[src/rtl/rt_cmd_sched.sv]
// rt_cmd_sched - real-time command scheduler (48 MHz synchronizer domain).
//
// Expands one burst descriptor (BASE_TIME, PERIOD, COUNT) into a series of
// writes into the real-time command register. Each write holds TIME_START
// and raises SPI_WR for WR_LEN cycles, followed by GAP idle cycles. At most
// MAX_OUT commands may be written but not yet consumed (REQ_COMM).
//
// Optional feature macro: RT_SCHED_LATE_SKIP_EN
//   defined   - commands starting less than GUARD ticks after TIME are
//               skipped and counted in LATE_CNT
//   undefined - every command is written, LATE_CNT reads 0, GUARD unused
//
// Ports:
//   CLK, RESET          clock, synchronous active-high reset
//   START               pulse: latch descriptor and start a burst (IDLE only)
//   ABORT               terminate burst, no DONE
//   BASE_TIME/PERIOD/COUNT  burst descriptor
//   TIME                current system time
//   SYS_TIME_UPDATE_OK  time reload; kills a running burst and sets ERR
//   REQ_COMM            pulse: one command consumed
//   TIME_START, SPI_WR  command register write data and strobe
//   BUSY, DONE, ERR     status
//   WR_CNT, LATE_CNT    per-burst written / skipped counts
//   OUTSTANDING         written, not yet consumed commands
module rt_cmd_sched #(
    parameter int unsigned WR_LEN  = 5,
    parameter int unsigned GAP     = 8,
    parameter int unsigned MAX_OUT = 16,
    parameter int unsigned GUARD   = 48
) (
    input  logic        CLK,
    input  logic        RESET,
    input  logic        START,
    input  logic        ABORT,
    input  logic [63:0] BASE_TIME,
    input  logic [31:0] PERIOD,
    input  logic [15:0] COUNT,
    input  logic [63:0] TIME,
    input  logic        SYS_TIME_UPDATE_OK,
    input  logic        REQ_COMM,
    output logic [63:0] TIME_START,
    output logic        SPI_WR,
    output logic        BUSY,
    output logic        DONE,
    output logic        ERR,
    output logic [15:0] WR_CNT,
    output logic [15:0] LATE_CNT,
    output logic [7:0]  OUTSTANDING
);
    typedef enum logic [2:0] {StIdle, StCheck, StWrite, StGap, StWaitSlot} state_e;

    state_e      state_q, state_d;
    logic [15:0] phase_q, phase_d;
    logic [63:0] cur_time_q, cur_time_d;
    logic [31:0] period_q, period_d;
    logic [15:0] remaining_q, remaining_d;
    logic [63:0] time_start_q, time_start_d;
    logic        done_q, done_d;
    logic        err_q, err_d;
    logic [15:0] wr_cnt_q, wr_cnt_d;
    logic [7:0]  outstanding_q, outstanding_d;
    logic        wr_commit;
    logic        is_late;
    logic        slots_full;
    logic        wr_last;
    logic        gap_last;

    assign wr_last    = (phase_q == 16'(WR_LEN - 1));
    assign gap_last   = (phase_q == 16'(GAP - 1));
    assign slots_full = (outstanding_q >= 8'(MAX_OUT));

`ifdef RT_SCHED_LATE_SKIP_EN
    logic [15:0] late_cnt_q, late_cnt_d;
    // Sum wraps mod 2^64 on purpose.
    assign is_late  = (cur_time_q < (TIME + 64'(GUARD)));
    assign LATE_CNT = late_cnt_q;
`else
    logic unused_late;
    assign unused_late = ^{TIME, 32'(GUARD)};
    assign is_late     = 1'b0;
    assign LATE_CNT    = 16'd0;
`endif

    always_comb begin
        state_d      = state_q;
        phase_d      = phase_q;
        cur_time_d   = cur_time_q;
        period_d     = period_q;
        remaining_d  = remaining_q;
        time_start_d = time_start_q;
        done_d       = 1'b0;
        err_d        = err_q;
        wr_cnt_d     = wr_cnt_q;
        wr_commit    = 1'b0;
`ifdef RT_SCHED_LATE_SKIP_EN
        late_cnt_d   = late_cnt_q;
`endif
        if (ABORT) begin
            state_d = StIdle;
            phase_d = 16'd0;
        end else if (SYS_TIME_UPDATE_OK && state_q != StIdle) begin
            state_d = StIdle;
            phase_d = 16'd0;
            err_d   = 1'b1;
        end else begin
            unique case (state_q)
                StIdle: begin
                    if (START) begin
                        cur_time_d  = BASE_TIME;
                        period_d    = PERIOD;
                        remaining_d = COUNT;
                        wr_cnt_d    = 16'd0;
                        err_d       = 1'b0;
`ifdef RT_SCHED_LATE_SKIP_EN
                        late_cnt_d  = 16'd0;
`endif
                        if (COUNT == 16'd0) begin
                            done_d = 1'b1;
                        end else begin
                            state_d = StCheck;
                        end
                    end
                end
                StCheck: begin
                    if (remaining_q == 16'd0) begin
                        state_d = StIdle;
                        done_d  = 1'b1;
                    end else if (is_late) begin
                        cur_time_d  = cur_time_q + 64'(period_q);
                        remaining_d = remaining_q - 16'd1;
`ifdef RT_SCHED_LATE_SKIP_EN
                        late_cnt_d  = late_cnt_q + 16'd1;
`endif
                    end else if (slots_full) begin
                        state_d = StWaitSlot;
                    end else begin
                        time_start_d = cur_time_q;
                        phase_d      = 16'd0;
                        state_d      = StWrite;
                    end
                end
                StWrite: begin
                    if (wr_last) begin
                        wr_commit   = 1'b1;
                        wr_cnt_d    = wr_cnt_q + 16'd1;
                        cur_time_d  = cur_time_q + 64'(period_q);
                        remaining_d = remaining_q - 16'd1;
                        phase_d     = 16'd0;
                        state_d     = StGap;
                    end else begin
                        phase_d = phase_q + 16'd1;
                    end
                end
                StGap: begin
                    if (gap_last) begin
                        phase_d = 16'd0;
                        state_d = StCheck;
                    end else begin
                        phase_d = phase_q + 16'd1;
                    end
                end
                StWaitSlot: begin
                    // A consumption this cycle frees a slot in time for CHECK.
                    if (!slots_full || REQ_COMM) begin
                        state_d = StCheck;
                    end
                end
                default: state_d = StIdle;
            endcase
        end
    end

    // Simultaneous write and consumption cancel out.
    always_comb begin
        outstanding_d = outstanding_q;
        if (wr_commit && !REQ_COMM) begin
            outstanding_d = outstanding_q + 8'd1;
        end else if (!wr_commit && REQ_COMM && outstanding_q != 8'd0) begin
            outstanding_d = outstanding_q - 8'd1;
        end
    end

    always_ff @(posedge CLK) begin
        if (RESET) begin
            state_q       <= StIdle;
            phase_q       <= 16'd0;
            cur_time_q    <= 64'd0;
            period_q      <= 32'd0;
            remaining_q   <= 16'd0;
            time_start_q  <= 64'd0;
            done_q        <= 1'b0;
            err_q         <= 1'b0;
            wr_cnt_q      <= 16'd0;
            outstanding_q <= 8'd0;
`ifdef RT_SCHED_LATE_SKIP_EN
            late_cnt_q    <= 16'd0;
`endif
        end else begin
            state_q       <= state_d;
            phase_q       <= phase_d;
            cur_time_q    <= cur_time_d;
            period_q      <= period_d;
            remaining_q   <= remaining_d;
            time_start_q  <= time_start_d;
            done_q        <= done_d;
            err_q         <= err_d;
            wr_cnt_q      <= wr_cnt_d;
            outstanding_q <= outstanding_d;
`ifdef RT_SCHED_LATE_SKIP_EN
            late_cnt_q    <= late_cnt_d;
`endif
        end
    end

    assign TIME_START  = time_start_q;
    assign SPI_WR      = (state_q == StWrite);
    assign BUSY        = (state_q != StIdle);
    assign DONE        = done_q;
    assign ERR         = err_q;
    assign WR_CNT      = wr_cnt_q;
    assign OUTSTANDING = outstanding_q;

endmodule

[config.mk]
export PLATFORM = sky130hd
export DESIGN_NAME = rt_cmd_sched
export DESIGN_NICKNAME = d
export VERILOG_FILES = /design/src/rtl/rt_cmd_sched.sv
export SDC_FILE = /design/constraint.sdc
export NUM_CORES = 1
export LEC_CHECK = 0
export ABC_AREA = 1
export CAP_MARGIN = 15
export CORE_ASPECT_RATIO = 1.25
export CORE_UTILIZATION = 49
export CTS_BUF_LIST = sky130_fd_sc_hd__clkbuf_4 sky130_fd_sc_hd__clkbuf_8
export DETAILED_ROUTE_END_ITERATION = 8
export PLACE_DENSITY_LB_ADDON = 0.1
export SETUP_SLACK_MARGIN = 0.05
export SLEW_MARGIN = 20
export SYNTH_ARGS = -nofsm -noshare
export SYNTH_HDL_FRONTEND = slang
export SYNTH_SLANG_ARGS = --single-unit
[constraint.sdc]
create_clock -name CLK -period 4.2 [get_ports CLK]
set_input_delay 1.05 -clock CLK [delete_from_list [all_inputs] [get_ports CLK]]
set_output_delay 1.05 -clock CLK [all_outputs]
set_load 0.02 [all_outputs]
==> results.toml, run 1 <==
[min_path]
hold_depth = 2
hold-path-endpoint = "period_q[23]$_SDFFE_PP0P_"
min_path_type = "reg2reg"
hp-start = "period_q[23]$_SDFFE_PP0P_"

[routing]
drcViolationCount = 15
drtPass1Iterations = 9
routedWlPerCell_um = 15.9
drt-initial-drc-count = 961
vias_per_cell = 5.27
vias = 14800
routed_wirelength_mm = 44.5
antenna_left = 0

[power_and_ir_drop]
power_mw = 5.82
ir_drop_uv = 228
p_leak_nw = 7.48
power_switching_mw = 1.78
power_density_nw_per_um2 = 343
clkPwrFrac_pct = 38.4
p_int_mw = 4.04
switching_share_pct = 30.6
combinationalPowerShare_pct = 20.9
p_seq_share_pct = 40.7

[synth]
ys_async_sr_fraction_pct = 0
synth_enable_flop_cells = 0
synth_top_area_share_pct = 31.9
yosys.area.top_type = "dfxtp_1"
synth_common_cells = "nand2_1 (610), inv_1 (281), a21oi_1 (241)"
synth.area.top_cells = "dfxtp_1 (32%), nand2_1 (16%), a21oi_1 (8.7%)"
ys_warn_count = 0
yosysSeqAreaShare_pct = 31.9
syn_avg_cell_area_um2 = 6.20
syn_area_um2 = 13900
syn_inst = 2239
synth.most_common_cell = "nand2_1"
synth.distinct_cells = 45
synth-seq-cells = 221
synth_ff_type = "dfxtp_1"

[place]
place_congestion = 0.948
port_buffers = 209
dp_hpwl_mm = 32.9
place_ws_ns = 0.505
dpl_cell_area_um2 = 16100

[global_routing]
grt_use_total_pct = 30.7
grt_remaining_overflow = 0
grt_max_degree = 130
grt_pass1_vias = 14100
grt_pass1_wl_mm = 71.2
antenna_found_initial = 1

[clocking]
cts.clk_slew.worst_paths_ns = 0.07
holdBufCountCts = 0
cts_tree = "yes"
cts-htree-levels = 2
cts.path.max_buffers = 3
clockRootBuffer = "clkbuf_8"
cts_buffers = 38
cts_setup_buffers = 0
clock_sinks = 221
post_cts_resized = 0
clk_latency_ns = 0.57

[sta]
rsz0062_at_grt = "no"
max-slew-margin-rel_pct = 27.3
fin_setup_tns_ns = 0
tightest_slew_ns = 1.09
slew_viol_final = 0
finClkSkew_ns = 0.0360
clock.fmax_ghz = 0.295
layout_setup_ws_ns = 0.811
hold_violations = 0
period_needed_ns = 3.39
period_share_pct = 80.7
worst_hold_slack_ns = 0.468
setup_viol = 0

[run_status]
violations = "DRC"
outcome = "finished with violations"

[die]
fp.dieH_um = 190
fp-row-count = 68
fp.dieW_um = 153
ios = 290
start_util_pct = 50.0
coreArea_um2 = 27700
dieArea_um2 = 29000

[worst_setup_path]
worstSetupPathType = "reg2out"
path_buf_inv = 4
cp_slowest_cell = "clkdlybuf4s50_1"
reg2reg_slack_ns = 1.14
crit_chain = "inv_2, nor2_1, inv_2, nor2_4, buf_4, clkdlybuf4s50_1"
startpoint_type = "register"
cp_common_cell = "inv_2"
end_kind = "output pin"
regToRegStartpoint = "phase_q[10]$_SDFFE_PP0P_"
critPathMaxFanout = 31
path_delay_family = "buffers and inverters"
max_stage_delay_ns = 0.69
rr_endpoint = "OUTSTANDING[6]$_SDFFE_PP0P_"
arrival_ns = 2.34
r2r_cells = 15
cp.required_ns = 3.15

[finish]
drive_gt1_share_pct = 5.93
nets = 2643
syn2layout_area_growth_pct = 22.4
postLayoutCellArea_um2 = 17000

[flow_run]
max_cap_viol_count = 0
==> power groups by stage <==
stage | combinational [mW] | sequential, mW | clock, mW
6_report | 1.22 | 2.37 | 2.24
5_1_grt | 1.34 | 2.39 | 2.37
4_1_cts | 1.21 | 2.37 | 2.28
3_5_place_dp | 1.20 | 2.41 | 0
3_3_place_gp | 1.18 | 2.41 | 0
2_1_floorplan | 0.740 | 2.44 | 0
==> placed cells by master, fill, tap and decap left out, types with 2 or more instances in the layout <==
| master | synthesis | final |
|---|---|---|
| nand3_2 | 2 | 2 |
| o211ai_1 | 6 | 6 |
| inv_1 | 281 | 281 |
| nor3_2 | 2 | 2 |
| clkdlybuf4s50_1 | 0 | 208 |
| xor2_1 | 35 | 35 |
| buf_12 | 0 | 2 |
| o21ai_1 | 11 | 11 |
| inv_2 | 15 | 15 |
| o21ai_0 | 128 | 128 |
| nor3_1 | 44 | 44 |
| a21oi_2 | 16 | 16 |
| dfxtp_1 | 221 | 221 |
| inv_6 | 0 | 2 |
| conb_1 | 1 | 16 |
| a211oi_1 | 5 | 5 |
| fa_1 | 2 | 2 |
| o21bai_1 | 6 | 6 |
| nor2_1 | 218 | 217 |
| ha_1 | 42 | 42 |
| or2_2 | 8 | 8 |
| bufinv_16 | 0 | 2 |
| xnor2_1 | 7 | 7 |
| nor2_2 | 6 | 7 |
| clkbuf_4 | 0 | 12 |
| nand2_1 | 610 | 610 |
| nand4_1 | 25 | 25 |
| a31oi_1 | 10 | 10 |
| clkinv_2 | 0 | 3 |
| a21oi_1 | 241 | 241 |
| nand2_2 | 5 | 4 |
| clkbuf_8 | 0 | 51 |
| nand3b_1 | 5 | 5 |
| o31ai_1 | 3 | 3 |
| nand3_1 | 160 | 160 |
| nor4_1 | 9 | 9 |
| buf_4 | 19 | 13 |
| nor2_4 | 3 | 3 |
==> how the worst max path moves through the flow <==
stage                                  from                     endpoint  slack, ns  cells after the start
floorplan                             ABORT  OUTSTANDING[6]$_SDFFE_PP0P_       1.29                     13
detailed placement       SYS_TIME_UPDATE_OK  OUTSTANDING[6]$_SDFFE_PP0P_       0.51                     14
CTS                 state_q[1]$_SDFFE_PP0P_                       SPI_WR       0.77                      6
global placement         SYS_TIME_UPDATE_OK  OUTSTANDING[6]$_SDFFE_PP0P_       0.59                     14
finish              state_q[1]$_SDFFE_PP0P_                       SPI_WR       0.81                      6
global route        state_q[1]$_SDFFE_PP0P_                       SPI_WR       0.66                      6
==> metrics by stage <==
stage	utilization, %	std cells
detailed placement	58.0	2727
floorplan	-	2254
global placement	58.0	2727
global route	61.2	2797
CTS	61.2	2796
finish	61.2	2797
==> worst reg2reg max path, cell delays in order, from the launching register on <==
cell	delay [ns]
dfxtp_1	0.33
inv_2	0.07
nand3_1	0.10
nor3_2	0.29
nand3_1	0.14
nor2_1	0.24
nand3_1	0.33
ha_1	0.46
a21oi_1	0.16
inv_1	0.06
a31oi_1	0.24
nor2_1	0.08
o21ai_0	0.15
nand2_1	0.08
xor2_1	0.13
a21oi_1	0.08
==> state kept, by name, indices dropped and copies added, names as in the netlist <==
register / cells
remaining_q: 16
OUTSTANDING: 8
cur_time_q: 64
TIME_START: 64
ERR: 1
state_q: 3
period_q: 32
WR_CNT: 16
phase_q: 16
DONE: 1
==> per-layer routing <==
layer  global-route usage, %  vias to the layer above  part of all wire [%]
met5                       0                        -                     0
met4                    12.0                        0                   3.2
met3                    3.85                       80                   5.3
met2                    53.7                      434                    47
met1                    38.3                     6713                    44
li1                        -                     7526                     -
==> logic make-up after synthesis <==
kind of cell	Yosys count	synth area share [%]
adders and majority gates	44	4.08
other	1	0.0270
DFF	221	31.9
xor gates and xnor gates	42	2.65
and+or+nand+nor	1101	33.1
AOI/OAI and AO/OA	431	16.5
buffers and inverters	399	11.7
==> cell type report <==
cell class              count  area (µm²)
well taps                 350         438
fillers                  2750       10800
inverters                 298        1120
clock buffers              63         792
diodes                      1        2.50
flip-flops and latches    221        4420
clock inverters             6        87.6
multi-input cells        1634        7890
repair buffers            224        2220
No activity file was read; power rests on OpenSTA's default activity.
==> run 2, diff against run 1 <==
--- a/config.mk
+++ b/config.mk
@@ -8,7 +8,7 @@
 export ABC_AREA = 1
 export CAP_MARGIN = 15
 export CORE_ASPECT_RATIO = 1.25
-export CORE_UTILIZATION = 49
+export CORE_UTILIZATION = 48
 export CTS_BUF_LIST = sky130_fd_sc_hd__clkbuf_4 sky130_fd_sc_hd__clkbuf_8
 export DETAILED_ROUTE_END_ITERATION = 8
 export PLACE_DENSITY_LB_ADDON = 0.1
==> constraint.sdc (replaced) <==
create_clock -name CLK -period 2.7 [get_ports CLK]
set_input_delay 0.675 -clock CLK [delete_from_list [all_inputs] [get_ports CLK]]
set_output_delay 0.675 -clock CLK [all_outputs]
set_load 0.02 [all_outputs]
==> run 2 against run 1 <==
  * The flow now finishes without violations
  * Sequential power rose by 55%
  * Hold slack got worse by 0.047 ns
  * Via count rose by 1.1%
  * Global-route usage fell by 0.74 points
  * Flip-flop and latch count did not move
  * Register-to-register slack got worse by 0.92 ns
  * Combinational power rose by 67%
  * Setup slack got worse by 0.61 ns
  * Critical endpoint unchanged
  * Critical path type unchanged
  * Power rose by 55%
  * First-iteration DRC count fell by 12%
==> results.toml, run 2 (synthesis results as in run 1) <==
[run_status]
outcome = "finished clean"

[clocking]
clock_sinks = 221
cts.clk_slew.worst_paths_ns = 0.06
clk_latency_ns = 0.57
cts_buffers = 39
holdBufCountCts = 0
clockRootBuffer = "clkbuf_8"
cts.path.max_buffers = 3
cts_tree = "yes"
cts-htree-levels = 2

[routing]
vias_per_cell = 5.25
met3_length_mm = 2.51
highest_layer = "met4"
routed_wirelength_mm = 44.8
vias = 14900
drcViolationCount = 0
routedWlPerCell_um = 15.8
drtPass1Iterations = 5
wl_met2_mm = 21.6
drt-initial-drc-count = 842
drt-met1-wl_mm = 19.1
antenna_left = 0

[die]
start_util_pct = 48.9
fp.dieH_um = 192
ios = 290
dieArea_um2 = 29600
fp.dieW_um = 154
fp-row-count = 69
coreArea_um2 = 28400

[sta]
tightest_slew_ns = 0.694
slew_viol_final = 0
period_share_pct = 92.4
max-slew-margin-rel_pct = 53.8
clock.fmax_ghz = 0.401
worst_hold_slack_ns = 0.421
period_needed_ns = 2.50
finClkSkew_ns = 0.0255
hold_violations = 0
setup_viol = 0

[place]
port_buffers = 209
dp_hpwl_mm = 34.0
place_congestion = 0.992
dpl_cell_area_um2 = 16500

[finish]
n_fill_cell = 2835
drive_gt1_share_pct = 7.89
layout_common_cells = "nand2_1 (605), inv_1 (281), a21oi_1 (240)"
postLayoutCellArea_um2 = 17400
fin_util_pct = 61.2
nets = 2679
layout_commonest_cell = "nand2_1"
syn2layout_area_growth_pct = 25.4

[min_path]
min_path_type = "in2reg"

[worst_setup_path]
end_kind = "output pin"
startpoint_type = "register"
cp.required_ns = 2.03
worstSetupPathType = "reg2out"
arrival_ns = 1.82
critPathMaxFanout = 3

[global_routing]
grt_pass1_wl_mm = 69.8
antenna_found_initial = 1
grt_use_total_pct = 29.9
grt_max_degree = 62
grt_pass1_vias = 13800
grt_remaining_overflow = 0

[power_and_ir_drop]
power_density_nw_per_um2 = 519
p_leak_nw = 7.69
ir_drop_uv = 432

[flow_run]
max_cap_viol_count = 0
-- run 2: cell types whose count changed in the layout (fill, tap and decap cells not counted), sizes merged --
cell | previous run | this run
inv | 298 | 296
bufinv | 2 | 0
dlygate4sd2 | 0 | 2
clkinv | 4 | 10
clkdlybuf4s50 | 208 | 206
buf | 16 | 51
-- run 2: routing by layer --
metal / global-route usage (%) / vias to the layer above
li1: - / 7600
met1: 35.8 / 6796
met2: 52.7 / 426
met3: 4.65 / 87
met4: 13.4 / 0
met5: 0 / -
-- run 2: power breakdown --
group	leakage, nW	internal, mW	switching, mW
combinational	5.44	0.887	1.16
clock	0.453	1.86	1.45
sequential	1.80	3.48	0.206
total	7.69	6.23	2.81
-- run 2: cell type report --
cell class / instances / area [µm²] / area share [%]
multi-input cells: 1634 / 7990 / 45.9
repair buffers: 259 / 2580 / 14.9
flip-flops and latches: 221 / 4420 / 25.4
inverters: 298 / 1120 / 6.44
clock buffers: 63 / 792 / 4.55
clock inverters: 8 / 43.8 / 0.252
diodes: 1 / 2.50 / 0.0144
well taps: 355 / 444 / 2.55
-- run 2: timing repair --
item,4_1_cts,5_1_grt
setup buffers,0,1
resized for setup,2,16
pin swaps,0,3
setup endpoints to repair,2,16
-- run 2: path summary, 6_finish.rpt --
path	start	to	slack, ns	cells past startpoint
max	state_q[1]$_SDFFE_PP0P_	SPI_WR	0.20	5
min	RESET	remaining_q[15]$_SDFFE_PP0P_	0.42	2
max reg2reg	cur_time_q[0]$_SDFFE_PP0P_	cur_time_q[42]$_SDFFE_PP0P_	0.22	13
min reg2reg	period_q[26]$_SDFFE_PP0P_	period_q[26]$_SDFFE_PP0P_	0.47	2
-- run 2: worst max-delay path, cell delays in order, from the launching register on --
cell and delay, ns:
dfxtp_1 0.37, inv_2 0.05, nor2_1 0.16, inv_2 0.08, nor2_4 0.11, dlygate4sd2_1 0.51
-- run 2: stage by stage --
| step | worst slack (ns) | TNS [ns] | total power, mW | cells |
|---|---|---|---|---|
| after detailed placement | -0.276 | -0.969 | 5.75 | 2766 |
| after CTS | 0.0581 | 0 | 9.07 | 2837 |
| final | 0.204 | 0 | 9.04 | 2839 |
| after floorplan | 0.0791 | 0 | 4.96 | 2254 |
| after global placement | -0.207 | -0.656 | 5.72 | 2766 |
| after global routing | -0.0416 | -0.0416 | 9.48 | 2839 |
==> run 3, diff against run 2 <==
--- a/config.mk
+++ b/config.mk
@@ -8,12 +8,11 @@
 export ABC_AREA = 1
 export CAP_MARGIN = 15
 export CORE_ASPECT_RATIO = 1.25
-export CORE_UTILIZATION = 48
-export CTS_BUF_LIST = sky130_fd_sc_hd__clkbuf_4 sky130_fd_sc_hd__clkbuf_8
+export CORE_UTILIZATION = 47
+export CTS_BUF_LIST = sky130_fd_sc_hd__clkbuf_4 sky130_fd_sc_hd__clkbuf_8 sky130_fd_sc_hd__clkbuf_16
 export DETAILED_ROUTE_END_ITERATION = 8
 export PLACE_DENSITY_LB_ADDON = 0.1
 export SETUP_SLACK_MARGIN = 0.05
-export SLEW_MARGIN = 20
 export SYNTH_ARGS = -nofsm -noshare
 export SYNTH_HDL_FRONTEND = slang
 export SYNTH_SLANG_ARGS = --single-unit
==> run 3 against run 2 <==
  * First-iteration DRC count grew 28%
  * Cell area grew 0.60%
  * Fmax shrank 1.7%
  * Global-route usage down 0.33 points
  * Sequential share of layout area is 0.13 points lower
  * Clock-buffer cell count shrank 29
  * Via count decreased by 0.27%
  * Wire length increased by 1.3%
  * Critical endpoint unchanged
  * Largest cell class unchanged
  * Largest power group is now clock
  * Highest routed layer unchanged
==> results.toml, run 3 (synthesis results as in run 1) <==
[min_path]
min_path_type = "reg2reg"

[sta]
period_share_pct = 94.0
tightest_slew_ns = 1.02
rsz0062_at_grt = "no"
layout_setup_ws_ns = 0.162
max-slew-margin-rel_pct = 32.0
finClkSkew_ns = 0.0137
hold_violations = 0
clock.fmax_ghz = 0.394
slew_viol_final = 0
period_needed_ns = 2.54
setup_viol = 0

[run_status]
outcome = "finished clean"

[routing]
antenna_left = 0
routedWlPerCell_um = 16.0
routed_wirelength_mm = 45.4
drcViolationCount = 0
drtPass1Iterations = 6
vias = 14900
drt-initial-drc-count = 1076
vias_per_cell = 5.23

[place]
place_congestion = 0.971
port_buffers = 209
place_ws_ns = -0.206
dp_hpwl_mm = 33.9

[power_and_ir_drop]
p_leak_nw = 7.69
power_density_nw_per_um2 = 546
ir_drop_uv = 519
power_mw = 9.55

[finish]
syn2layout_area_growth_pct = 26.1
seqCellArea_um2 = 4430
nets = 2660
multiInputGateArea_um2 = 8020
drive_gt1_share_pct = 7.18
layout_common_cells = "nand2_1 (604), inv_1 (280), a21oi_1 (236)"
layout_commonest_cell = "nand2_1"
fin_util_pct = 60.9
n_fill_cell = 2876

[clocking]
clock_sinks = 221
cts_buffers = 24
cts.clk_slew.worst_paths_ns = 0.07
cts-htree-levels = 1
holdBufCountCts = 0
clockRootBuffer = "clkbuf_16"
clk_latency_ns = 0.54
cts.path.max_buffers = 3
cts_tree = "yes"

[worst_setup_path]
worstSetupPathType = "reg2out"
cp.required_ns = 2.03
arrival_ns = 1.86
end_kind = "output pin"
critPathMaxFanout = 3
startpoint_type = "register"

[die]
dieArea_um2 = 30200
fp-row-count = 69
start_util_pct = 48.3
fp.dieW_um = 156
ios = 290
fp.dieH_um = 194
coreArea_um2 = 28700

[global_routing]
antenna_found_initial = 1
grt_max_degree = 85
grt_remaining_overflow = 0
grt_pass1_wl_mm = 71.6
grt_pass1_vias = 14000
grt_use_total_pct = 29.6

[flow_run]
max_cap_viol_count = 0
run 3: through the flow:
stage                     std cells  setup TNS, ns  area [µm²]  hold slack (ns)
final                          2843              0       17500            0.464
after global routing           2843              0       17500            0.489
after CTS                      2841              0       17400            0.469
after detailed placement       2795         -0.608       16400            0.459
after global placement         2795         -0.468       16400            0.453
after floorplan                2254              0       14000            0.445
run 3: what timing repair did:
item / CTS / global route
gates cloned: 0 / 0
pin swaps: 1 / 8
endpoints found under the setup margin: 3 / 20
gates resized for setup: 3 / 29
buffers inserted: 2 / 1
run 3: worst max-delay path: stages, from the launching register on:
cell and delay [ns]:
dfxtp_1 0.36, inv_2 0.05, nor2_1 0.14, inv_2 0.08
nor2_4 0.10, buf_4 0.13, dlygate4sd2_1 0.47
run 3: final timing paths:
| kind | from | to | slack (ns) | cells after the start |
|---|---|---|---|---|
| setup / recovery | state_q[1]$_SDFFE_PP0P_ | SPI_WR | 0.16 | 6 |
| hold / removal | period_q[28]$_SDFFE_PP0P_ | period_q[28]$_SDFFE_PP0P_ | 0.46 | 2 |
| setup reg to reg | cur_time_q[0]$_SDFFE_PP0P_ | cur_time_q[58]$_SDFFE_PP0P_ | 0.17 | 13 |
| hold reg to reg | period_q[28]$_SDFFE_PP0P_ | period_q[28]$_SDFFE_PP0P_ | 0.46 | 2 |
run 3: layout make-up:
cell class              count  area share (%)
diodes                      1          0.0143
clock buffers              34            4.15
clock inverters            10            1.08
inverters                 298            6.40
multi-input cells        1634            45.8
flip-flops and latches    221            25.3
well taps                 390            2.79
repair buffers            255            14.4
run 3: power by group:
group / internal (mW) / switching [mW] / total, mW
combinational: 0.906 / 1.18 / 2.09
sequential: 3.48 / 0.206 / 3.68
clock: 2.35 / 1.43 / 3.78
total: 6.73 / 2.82 / 9.55
run 3: metal layers:
| layer | GRT usage [%] | share of wire, % | wire (µm) |
|---|---|---|---|
| met3 | 3.24 | 5.1 | 2330 |
| met5 | 0 | 0 | 0 |
| met4 | 9.73 | 3.1 | 1390 |
| met2 | 53.1 | 49 | 22400 |
| met1 | 36.4 | 43 | 19300 |
